`src/rtl/rf_pkg.sv`:
```
// Shared constants and types for the RF access sequencer.
//   NREG : number of architectural registers
//   AW   : register address width
//   DW   : data width
//   state_e : sequencer state (IDLE -> READ -> LATCH -> OUT)
package rf_pkg;

  localparam int unsigned NREG = 16;
  localparam int unsigned AW   = 4;
  localparam int unsigned DW   = 32;

  typedef enum logic [1:0] {
    IDLE  = 2'd0,
    READ  = 2'd1,
    LATCH = 2'd2,
    OUT   = 2'd3
  } state_e;

endpackage

```
`src/rtl/rf_access_ctrl_if.sv`:
```
// Bundle of decode, writeback, register-file and execute signals around
// rf_access_ctrl.
//   slave  : view of the sequencer itself
//   master : view of the surrounding pipeline (decode, wb, RF, execute)
// Signals:
//   iss_*  : decode issue handshake and operand/dest addresses
//   wb_*   : writeback request handshake, dest, data, high/low select
//   rf_*   : register-file read/write address, write data/enable, read data
//   ex_*   : operands and dest handed to execute with valid/ready
//   sb_busy: pending-writeback scoreboard, one bit per register
interface rf_access_ctrl_if;
  import rf_pkg::*;

  logic            iss_valid;
  logic            iss_ready;
  logic [AW-1:0]   iss_rs1;
  logic [AW-1:0]   iss_rs2;
  logic [AW-1:0]   iss_rd;
  logic            iss_wr;

  logic            wb_valid;
  logic            wb_ready;
  logic [AW-1:0]   wb_rd;
  logic [DW-1:0]   wb_data;
  logic            wb_hl;

  logic [AW-1:0]   rf_reg_port1;
  logic [AW-1:0]   rf_reg_port2;
  logic [AW-1:0]   rf_write_reg;
  logic [DW-1:0]   rf_data_in;
  logic            rf_we;
  logic            rf_hl;
  logic [DW-1:0]   rf_out1;
  logic [DW-1:0]   rf_out2;
  logic [DW-1:0]   rf_out3;

  logic            ex_valid;
  logic            ex_ready;
  logic [DW-1:0]   ex_op1;
  logic [DW-1:0]   ex_op2;
  logic [DW-1:0]   ex_op3;
  logic [AW-1:0]   ex_rd;
  logic            ex_wr;

  logic [NREG-1:0] sb_busy;

  modport slave (
    input  iss_valid, iss_rs1, iss_rs2, iss_rd, iss_wr,
    input  wb_valid, wb_rd, wb_data, wb_hl,
    input  rf_out1, rf_out2, rf_out3,
    input  ex_ready,
    output iss_ready, wb_ready,
    output rf_reg_port1, rf_reg_port2, rf_write_reg, rf_data_in, rf_we, rf_hl,
    output ex_valid, ex_op1, ex_op2, ex_op3, ex_rd, ex_wr,
    output sb_busy
  );

  modport master (
    output iss_valid, iss_rs1, iss_rs2, iss_rd, iss_wr,
    output wb_valid, wb_rd, wb_data, wb_hl,
    output rf_out1, rf_out2, rf_out3,
    output ex_ready,
    input  iss_ready, wb_ready,
    input  rf_reg_port1, rf_reg_port2, rf_write_reg, rf_data_in, rf_we, rf_hl,
    input  ex_valid, ex_op1, ex_op2, ex_op3, ex_rd, ex_wr,
    input  sb_busy
  );

endinterface

```
`src/rtl/rf_scoreboard.sv`:
```
// Pending-writeback scoreboard: one busy flop per architectural register.
//   clk_i      : clock
//   rst_ni     : asynchronous active-low reset, clears all busy bits
//   set_i      : mark register set_idx_i busy
//   set_idx_i  : register to mark
//   clr_i      : clear busy for register clr_idx_i
//   clr_idx_i  : register to clear
//   busy_o     : registered busy vector
module rf_scoreboard
  import rf_pkg::*;
(
  input  logic            clk_i,
  input  logic            rst_ni,
  input  logic            set_i,
  input  logic [AW-1:0]   set_idx_i,
  input  logic            clr_i,
  input  logic [AW-1:0]   clr_idx_i,
  output logic [NREG-1:0] busy_o
);

  logic [NREG-1:0] busy_q;
  logic [NREG-1:0] busy_d;

  // Set is applied after clear so a same-cycle set/clear of one register
  // leaves it busy: the new writer is still outstanding.
  always_comb begin
    busy_d = busy_q;
    for (int unsigned i = 0; i < NREG; i++) begin
      if (clr_i && (clr_idx_i == AW'(i))) busy_d[i] = 1'b0;
      if (set_i && (set_idx_i == AW'(i))) busy_d[i] = 1'b1;
    end
  end

  always_ff @(posedge clk_i or negedge rst_ni) begin
    if (!rst_ni) busy_q <= '0;
    else         busy_q <= busy_d;
  end

  assign busy_o = busy_q;

endmodule

```
`src/rtl/rf_access_ctrl.sv`:
```
// Sequencer between decode and the register file. Each accepted instruction
// takes four cycles: READ drives its addresses to the RF, LATCH captures the
// RF's registered outputs as operands, OUT presents them to execute until
// taken. Writebacks go to the RF in any cycle except READ, and a scoreboard
// of pending writes blocks issue on RAW/WAW hazards.
//   clk   : clock, all state on rising edge
//   reset : asynchronous active-low reset
//   bus   : decode/writeback/RF/execute signals (slave view)
module rf_access_ctrl
  import rf_pkg::*;
(
  input  logic           clk,
  input  logic           reset,
  rf_access_ctrl_if.slave bus
);

  state_e          state_q;
  logic [AW-1:0]   rs1_q;
  logic [AW-1:0]   rs2_q;
  logic [AW-1:0]   rd_q;
  logic            wr_q;
  logic            ex_valid_q;
  logic [DW-1:0]   ex_op1_q;
  logic [DW-1:0]   ex_op2_q;
  logic [DW-1:0]   ex_op3_q;
  logic [AW-1:0]   ex_rd_q;
  logic            ex_wr_q;

  logic [NREG-1:0] busy;
  logic            iss_ok;
  logic            wb_ok;
  logic            iss_fire;
  logic            wb_fire;

  // Hazard check uses only the registered busy vector, so a writeback
  // releases a waiting instruction one cycle later, after the RF write.
  assign iss_ok   = (state_q == IDLE) & ~busy[bus.iss_rs1]
                                      & ~busy[bus.iss_rs2]
                                      & ~busy[bus.iss_rd];
  assign wb_ok    = (state_q != READ);
  assign iss_fire = bus.iss_valid & iss_ok;
  assign wb_fire  = bus.wb_valid & wb_ok;

  rf_scoreboard u_sb (
    .clk_i     (clk),
    .rst_ni    (reset),
    .set_i     (iss_fire & bus.iss_wr),
    .set_idx_i (bus.iss_rd),
    .clr_i     (wb_fire),
    .clr_idx_i (bus.wb_rd),
    .busy_o    (busy)
  );

  always_ff @(posedge clk or negedge reset) begin
    if (!reset) begin
      state_q    <= IDLE;
      rs1_q      <= '0;
      rs2_q      <= '0;
      rd_q       <= '0;
      wr_q       <= 1'b0;
      ex_valid_q <= 1'b0;
      ex_op1_q   <= '0;
      ex_op2_q   <= '0;
      ex_op3_q   <= '0;
      ex_rd_q    <= '0;
      ex_wr_q    <= 1'b0;
    end else begin
      case (state_q)
        IDLE: begin
          if (iss_fire) begin
            rs1_q   <= bus.iss_rs1;
            rs2_q   <= bus.iss_rs2;
            rd_q    <= bus.iss_rd;
            wr_q    <= bus.iss_wr;
            state_q <= READ;
          end
        end
        READ: state_q <= LATCH;
        LATCH: begin
          // RF outputs here were registered at the end of READ; a write
          // during LATCH does not change them.
          ex_op1_q   <= bus.rf_out1;
          ex_op2_q   <= bus.rf_out2;
          ex_op3_q   <= bus.rf_out3;
          ex_rd_q    <= rd_q;
          ex_wr_q    <= wr_q;
          ex_valid_q <= 1'b1;
          state_q    <= OUT;
        end
        OUT: begin
          if (bus.ex_ready) begin
            ex_valid_q <= 1'b0;
            state_q    <= IDLE;
          end
        end
        default: state_q <= IDLE;
      endcase
    end
  end

  assign bus.iss_ready    = iss_ok;
  assign bus.wb_ready     = wb_ok;
  assign bus.rf_reg_port1 = rs1_q;
  assign bus.rf_reg_port2 = rs2_q;
  // Third read port shares the write address; READ owns it, writeback
  // owns it otherwise.
  assign bus.rf_write_reg = (state_q == READ) ? rd_q : bus.wb_rd;
  assign bus.rf_data_in   = bus.wb_data;
  assign bus.rf_we        = wb_fire;
  assign bus.rf_hl        = bus.wb_hl;
  assign bus.ex_valid     = ex_valid_q;
  assign bus.ex_op1       = ex_op1_q;
  assign bus.ex_op2       = ex_op2_q;
  assign bus.ex_op3       = ex_op3_q;
  assign bus.ex_rd        = ex_rd_q;
  assign bus.ex_wr        = ex_wr_q;
  assign bus.sb_busy      = busy;

endmodule

```
`src/flat_wrapper.sv`:
```
// flat-port wrapper written by rule: the top's interface ports become plain ports
module rf_access_ctrl_flat import rf_pkg::*;
  (clk, reset, bus_iss_valid, bus_iss_rs1, bus_iss_rs2, bus_iss_rd, bus_iss_wr, bus_wb_valid, bus_wb_rd, bus_wb_data, bus_wb_hl, bus_rf_out1, bus_rf_out2, bus_rf_out3, bus_ex_ready, bus_iss_ready, bus_wb_ready, bus_rf_reg_port1, bus_rf_reg_port2, bus_rf_write_reg, bus_rf_data_in, bus_rf_we, bus_rf_hl, bus_ex_valid, bus_ex_op1, bus_ex_op2, bus_ex_op3, bus_ex_rd, bus_ex_wr, bus_sb_busy);
  rf_access_ctrl_if bus_i ();
  input  logic clk;
  input  logic reset;
  input wire logic [$bits(bus_i.iss_valid)-1:0] bus_iss_valid;
  input wire logic [$bits(bus_i.iss_rs1)-1:0] bus_iss_rs1;
  input wire logic [$bits(bus_i.iss_rs2)-1:0] bus_iss_rs2;
  input wire logic [$bits(bus_i.iss_rd)-1:0] bus_iss_rd;
  input wire logic [$bits(bus_i.iss_wr)-1:0] bus_iss_wr;
  input wire logic [$bits(bus_i.wb_valid)-1:0] bus_wb_valid;
  input wire logic [$bits(bus_i.wb_rd)-1:0] bus_wb_rd;
  input wire logic [$bits(bus_i.wb_data)-1:0] bus_wb_data;
  input wire logic [$bits(bus_i.wb_hl)-1:0] bus_wb_hl;
  input wire logic [$bits(bus_i.rf_out1)-1:0] bus_rf_out1;
  input wire logic [$bits(bus_i.rf_out2)-1:0] bus_rf_out2;
  input wire logic [$bits(bus_i.rf_out3)-1:0] bus_rf_out3;
  input wire logic [$bits(bus_i.ex_ready)-1:0] bus_ex_ready;
  output wire logic [$bits(bus_i.iss_ready)-1:0] bus_iss_ready;
  output wire logic [$bits(bus_i.wb_ready)-1:0] bus_wb_ready;
  output wire logic [$bits(bus_i.rf_reg_port1)-1:0] bus_rf_reg_port1;
  output wire logic [$bits(bus_i.rf_reg_port2)-1:0] bus_rf_reg_port2;
  output wire logic [$bits(bus_i.rf_write_reg)-1:0] bus_rf_write_reg;
  output wire logic [$bits(bus_i.rf_data_in)-1:0] bus_rf_data_in;
  output wire logic [$bits(bus_i.rf_we)-1:0] bus_rf_we;
  output wire logic [$bits(bus_i.rf_hl)-1:0] bus_rf_hl;
  output wire logic [$bits(bus_i.ex_valid)-1:0] bus_ex_valid;
  output wire logic [$bits(bus_i.ex_op1)-1:0] bus_ex_op1;
  output wire logic [$bits(bus_i.ex_op2)-1:0] bus_ex_op2;
  output wire logic [$bits(bus_i.ex_op3)-1:0] bus_ex_op3;
  output wire logic [$bits(bus_i.ex_rd)-1:0] bus_ex_rd;
  output wire logic [$bits(bus_i.ex_wr)-1:0] bus_ex_wr;
  output wire logic [$bits(bus_i.sb_busy)-1:0] bus_sb_busy;
  assign bus_i.iss_valid = bus_iss_valid;
  assign bus_i.iss_rs1 = bus_iss_rs1;
  assign bus_i.iss_rs2 = bus_iss_rs2;
  assign bus_i.iss_rd = bus_iss_rd;
  assign bus_i.iss_wr = bus_iss_wr;
  assign bus_i.wb_valid = bus_wb_valid;
  assign bus_i.wb_rd = bus_wb_rd;
  assign bus_i.wb_data = bus_wb_data;
  assign bus_i.wb_hl = bus_wb_hl;
  assign bus_i.rf_out1 = bus_rf_out1;
  assign bus_i.rf_out2 = bus_rf_out2;
  assign bus_i.rf_out3 = bus_rf_out3;
  assign bus_i.ex_ready = bus_ex_ready;
  assign bus_iss_ready = bus_i.iss_ready;
  assign bus_wb_ready = bus_i.wb_ready;
  assign bus_rf_reg_port1 = bus_i.rf_reg_port1;
  assign bus_rf_reg_port2 = bus_i.rf_reg_port2;
  assign bus_rf_write_reg = bus_i.rf_write_reg;
  assign bus_rf_data_in = bus_i.rf_data_in;
  assign bus_rf_we = bus_i.rf_we;
  assign bus_rf_hl = bus_i.rf_hl;
  assign bus_ex_valid = bus_i.ex_valid;
  assign bus_ex_op1 = bus_i.ex_op1;
  assign bus_ex_op2 = bus_i.ex_op2;
  assign bus_ex_op3 = bus_i.ex_op3;
  assign bus_ex_rd = bus_i.ex_rd;
  assign bus_ex_wr = bus_i.ex_wr;
  assign bus_sb_busy = bus_i.sb_busy;
  rf_access_ctrl u_core (.clk(clk), .reset(reset), .bus(bus_i));
endmodule
```
`config.mk`:
```
export PLATFORM = sky130hd
export DESIGN_NAME = rf_access_ctrl_flat
export DESIGN_NICKNAME = d
export VERILOG_FILES = /design/src/rtl/rf_pkg.sv /design/src/rtl/rf_access_ctrl_if.sv /design/src/rtl/rf_scoreboard.sv /design/src/rtl/rf_access_ctrl.sv /design/src/flat_wrapper.sv
export SDC_FILE = /design/constraint.sdc
export NUM_CORES = 1
export LEC_CHECK = 0
export BUFFER_PORTS_ARGS = -buffer_cell sky130_fd_sc_hd__buf_2
export CORE_UTILIZATION = 30
export DETAILED_ROUTE_END_ITERATION = 6
export PLACE_DENSITY = 0.66
export SYNTH_ARGS = -nofsm -noshare
export SYNTH_HDL_FRONTEND = slang
export SYNTH_SLANG_ARGS = --single-unit
export TNS_END_PERCENT = 1
```
`constraint.sdc`:
```
create_clock -name clk -period 2.6 [get_ports clk]
set_input_delay 0.13 -clock clk [delete_from_list [all_inputs] [get_ports clk]]
set_output_delay 0.13 -clock clk [all_outputs]
set_load 0.05 [all_outputs]
```
==> impl_metrics.json <==
{
  "muxShareOfSynthArea": 0.273,
  "drcViolationCount": 0,
  "core_area_sq_mm": 0.0195,
  "initial_utilization": 0.306,
  "yosys.area_share.simple": 0.0437,
  "synthAdderAreaFrac": 0.00841,
  "cp.buffers_inverters": 3,
  "r2r_end": "u_core.u_sb.busy_o[12]$_DFFE_PN0P_",
  "post-synth-top-area-fraction": 0.559,
  "place_hpwl_mm": 10.5,
  "period_share": 0.977,
  "syn_area_sq_mm": 0.00595,
  "cp.depth": 7,
  "cpLargestDelayFamily": "simple AND/OR/NAND/NOR gates",
  "status": "completed",
  "max_clock_freq_ghz": 0.394,
  "hold_path.class": "in -> reg",
  "wl_per_cell_microns": 16.0,
  "netlist-cell-type-count": 35,
  "die_h_microns": 143,
  "hp-start": "bus_iss_rs1[3]",
  "dr_total_vias": 4788,
  "finalSetupViolations": 0,
  "synth-warning-count": 0,
  "clk_latency_ns": 0.42,
  "die_w_microns": 143,
  "synth_common_cells": "dfrtp_1, mux2_2, buf_4, o21ai_0, clkbuf_1",
  "vias_per_cell": 4.63,
  "critical_path_peak_fanout": 8,
  "syn_to_final_growth_pct": 52.4,
  "slew_viol_final": 0,
  "yosysTopAreaCell": "dfrtp_1",
  "overflow": 0,
  "synth_top_family_by_area": "multiplexers",
  "cts_htree_levels": 4,
  "cts_made_buffers": 17,
  "cp-start-kind": "flip-flop",
  "wl_mm": 16.6,
  "yosys_register_bits": 133,
  "slowest_stage": "mux4_2",
  "worstReg2RegStart": "u_core.u_sb.busy_o[14]$_DFFE_PN0P_",
  "ys_seq_area_frac": 0.559,
  "num-nets-final": 911,
  "dieArea_sq_mm": 0.0204,
  "ys.flop_type": "dfrtp_1",
  "drive_gt1_frac": 0.585,
  "rsz0062_at_grt": "yes",
  "syn_avg_cell_area_sq_um": 14.2,
  "synth-edff-count": 0,
  "crit_chain": "mux4_2, a32oi_1, nand4_2, or3_4, buf_12, clkinv_4, buf_8",
  "cts_tree": "done",
  "cts_buffer_depth": 2,
  "tightest_slew_ns": 0.763,
  "power.density_mw_per_mm2": 1520,
  "vdd_drop_max_v": 0.000955,
  "fin_crit_ns": 2.54,
  "first_global_vias": 4820,
  "crit_type": "reg -> out",
  "p_leak_nw": 4.20,
  "worstRegToRegCells": 8,
  "path_clk_slew_ns": 0.06,
  "cts_sinks": 133,
  "max-cap-violations": 0,
  "synth_xor_area_frac": 0,
  "r2r_setup_slack_ns": 0.10,
  "synthArstFlopShare": 1.00,
  "finalPower_w": 0.0138,
  "syn-num-nets": 575,
  "fin_worst_skew_ns": 0.00937,
  "place_congestion": 0.860,
  "synth_most_common_cell": "dfrtp_1",
  "relSlewSlack": 0.491,
  "regArea_sq_mm": 0.00333,
  "end_kind": "output pin",
  "hold_viol": 0,
  "crit_required_ns": 2.47,
  "rows": 51,
  "dr.pass1.iters": 4,
  "multi_input_area_sq_mm": 0.00227,
  "synth_compound_gate_area_share": 0.0534,
  "synthCells": 420,
  "crit_arrival_ns": 2.41,
  "grt_pass1_wl_mm": 25.2,
  "io_buffers": 250,
  "max_stage_delay_ns": 0.48,
  "detail-route-antenna-nets": 0,
  "final.fill_count": 1745,
  "fin_setup_tns_ns": 0,
  "grt_max_degree": 134,
  "grt_usage": 0.162,
  "antenna_found_initial": 1,
  "io_pins": 317,
  "endpoint": "bus_iss_ready",
  "n_antenna_cell": 0,
  "root_buffer": "clkbuf_16",
  "ys_top_cells_by_area": "dfrtp_1, mux2_2, buf_4",
  "startpoint": "u_core.u_sb.busy_o[14]$_DFFE_PN0P_",
  "drtIter0Drc": 168
}
-- cell usage in the layout, fill, tap and decap left out, drive strengths merged --
master	n
buf	272
dfrtp	133
mux2	122
dlygate4sd3	99
o21ai	19
clkbuf	18
mux4	10
nand2b	9
o41ai	9
inv	9
nand2	8
o31ai	7
nor2	6
nand3	6
clkinv	5
clkinvlp	4
ha	4
nor2b	3
nand3b	3
or4	3
bufinv	3
o22ai	3
a21oi	2
nand4	2
mux2i	2
a22oi	1
a31oi	1
nor3	1
a32oi	1
or3	1
nor4	1
o31a	1
or2	1
-- report_power, final --
| group | switching (W) | total [W] | internal (W) |
|---|---|---|---|
| Combinational | 0.00516 | 0.00762 | 0.00247 |
| Sequential | 0.000567 | 0.00368 | 0.00311 |
| Clock | 0.000958 | 0.00250 | 0.00154 |
| Total | 0.00668 | 0.0138 | 0.00712 |
-- final cells by class --
class,count,area share
Tap cell,265,0.0365
Timing Repair Buffer,371,0.274
Inverter,7,0.00345
Clock buffer,18,0.0484
Sequential cell,133,0.367
Multi-Input combinational cell,226,0.251
Clock inverter,14,0.0192
-- logic make-up (layout without fill, tap and decap cells) --
logic type | count (synthesis) | count (layout)
AOI/OAI and AO/OA | 44 | 44
buffers and inverters | 61 | 410
muxes | 134 | 134
and+or+nand+nor | 44 | 44
adders and majority gates | 4 | 4
DFF | 133 | 133
-- routing by layer --
layer / vias up / track usage / wire length, microns
met4: 2 / 0.0594 / 278
met1: 2365 / 0.186 / 6660
met3: 20 / 0.0607 / 1340
met2: 227 / 0.274 / 8290
met5: - / 0 / 9
li1: 2174 / - / -
-- sequential cells by signal, indices dropped and copies added (netlist names) --
signal	flops
u_core.bus.rf_reg_port2	4
u_core.bus.ex_rd	4
u_core.wr_q	1
u_core.bus.rf_reg_port1	4
u_core.bus.ex_valid	1
u_core.bus.ex_wr	1
u_core.u_sb.busy_o	16
u_core.state_q	2
u_core.bus.ex_op2	32
u_core.rd_q	4
u_core.bus.ex_op1	32
u_core.bus.ex_op3	32
-- worst min path at each step --
| stage | to | slack (ns) | depth (start not counted) |
|---|---|---|---|
| after floorplan | u_core.bus.ex_op1[0]$_DFFE_PN0P_ | -0.17 | 0 |
| after global placement | bus_rf_data_in[15] | 0.26 | 0 |
| after detailed placement | bus_rf_data_in[15] | 0.26 | 0 |
| after CTS | u_core.bus.rf_reg_port1[3]$_DFFE_PN0P_ | 0.008 | 2 |
| after global routing | u_core.bus.rf_reg_port1[1]$_DFFE_PN0P_ | 0.02 | 2 |
| final | u_core.bus.rf_reg_port1[3]$_DFFE_PN0P_ | 0.04 | 2 |
-- repair_timing --
| item | in CTS | in global routing |
|---|---|---|
| pin swaps | 2 | 2 |
| buffers inserted | 7 | 8 |
| hold buffers | 99 | 0 |
| resized for setup | 6 | 13 |
| endpoints found under the setup margin | 1 | 1 |
| hold endpoints to repair | 231 | 0 |
-- metrics by stage --
step | utilization | setup slack, ns | hold slack [ns] | instances | area [sq um]
after global routing | 0.466 | -0.0133 | 0.0182 | 1034 | 9070
after CTS | 0.461 | 0.00807 | 0.00757 | 1026 | 8980
final | 0.466 | 0.0590 | 0.0374 | 1034 | 9070
after global placement | 0.376 | 0.259 | 0.260 | 888 | 7310
after detailed placement | 0.376 | 0.163 | 0.260 | 888 | 7310
after floorplan | - | 0.0149 | -0.166 | 420 | 5950
(Power assumes the default switching activity.)
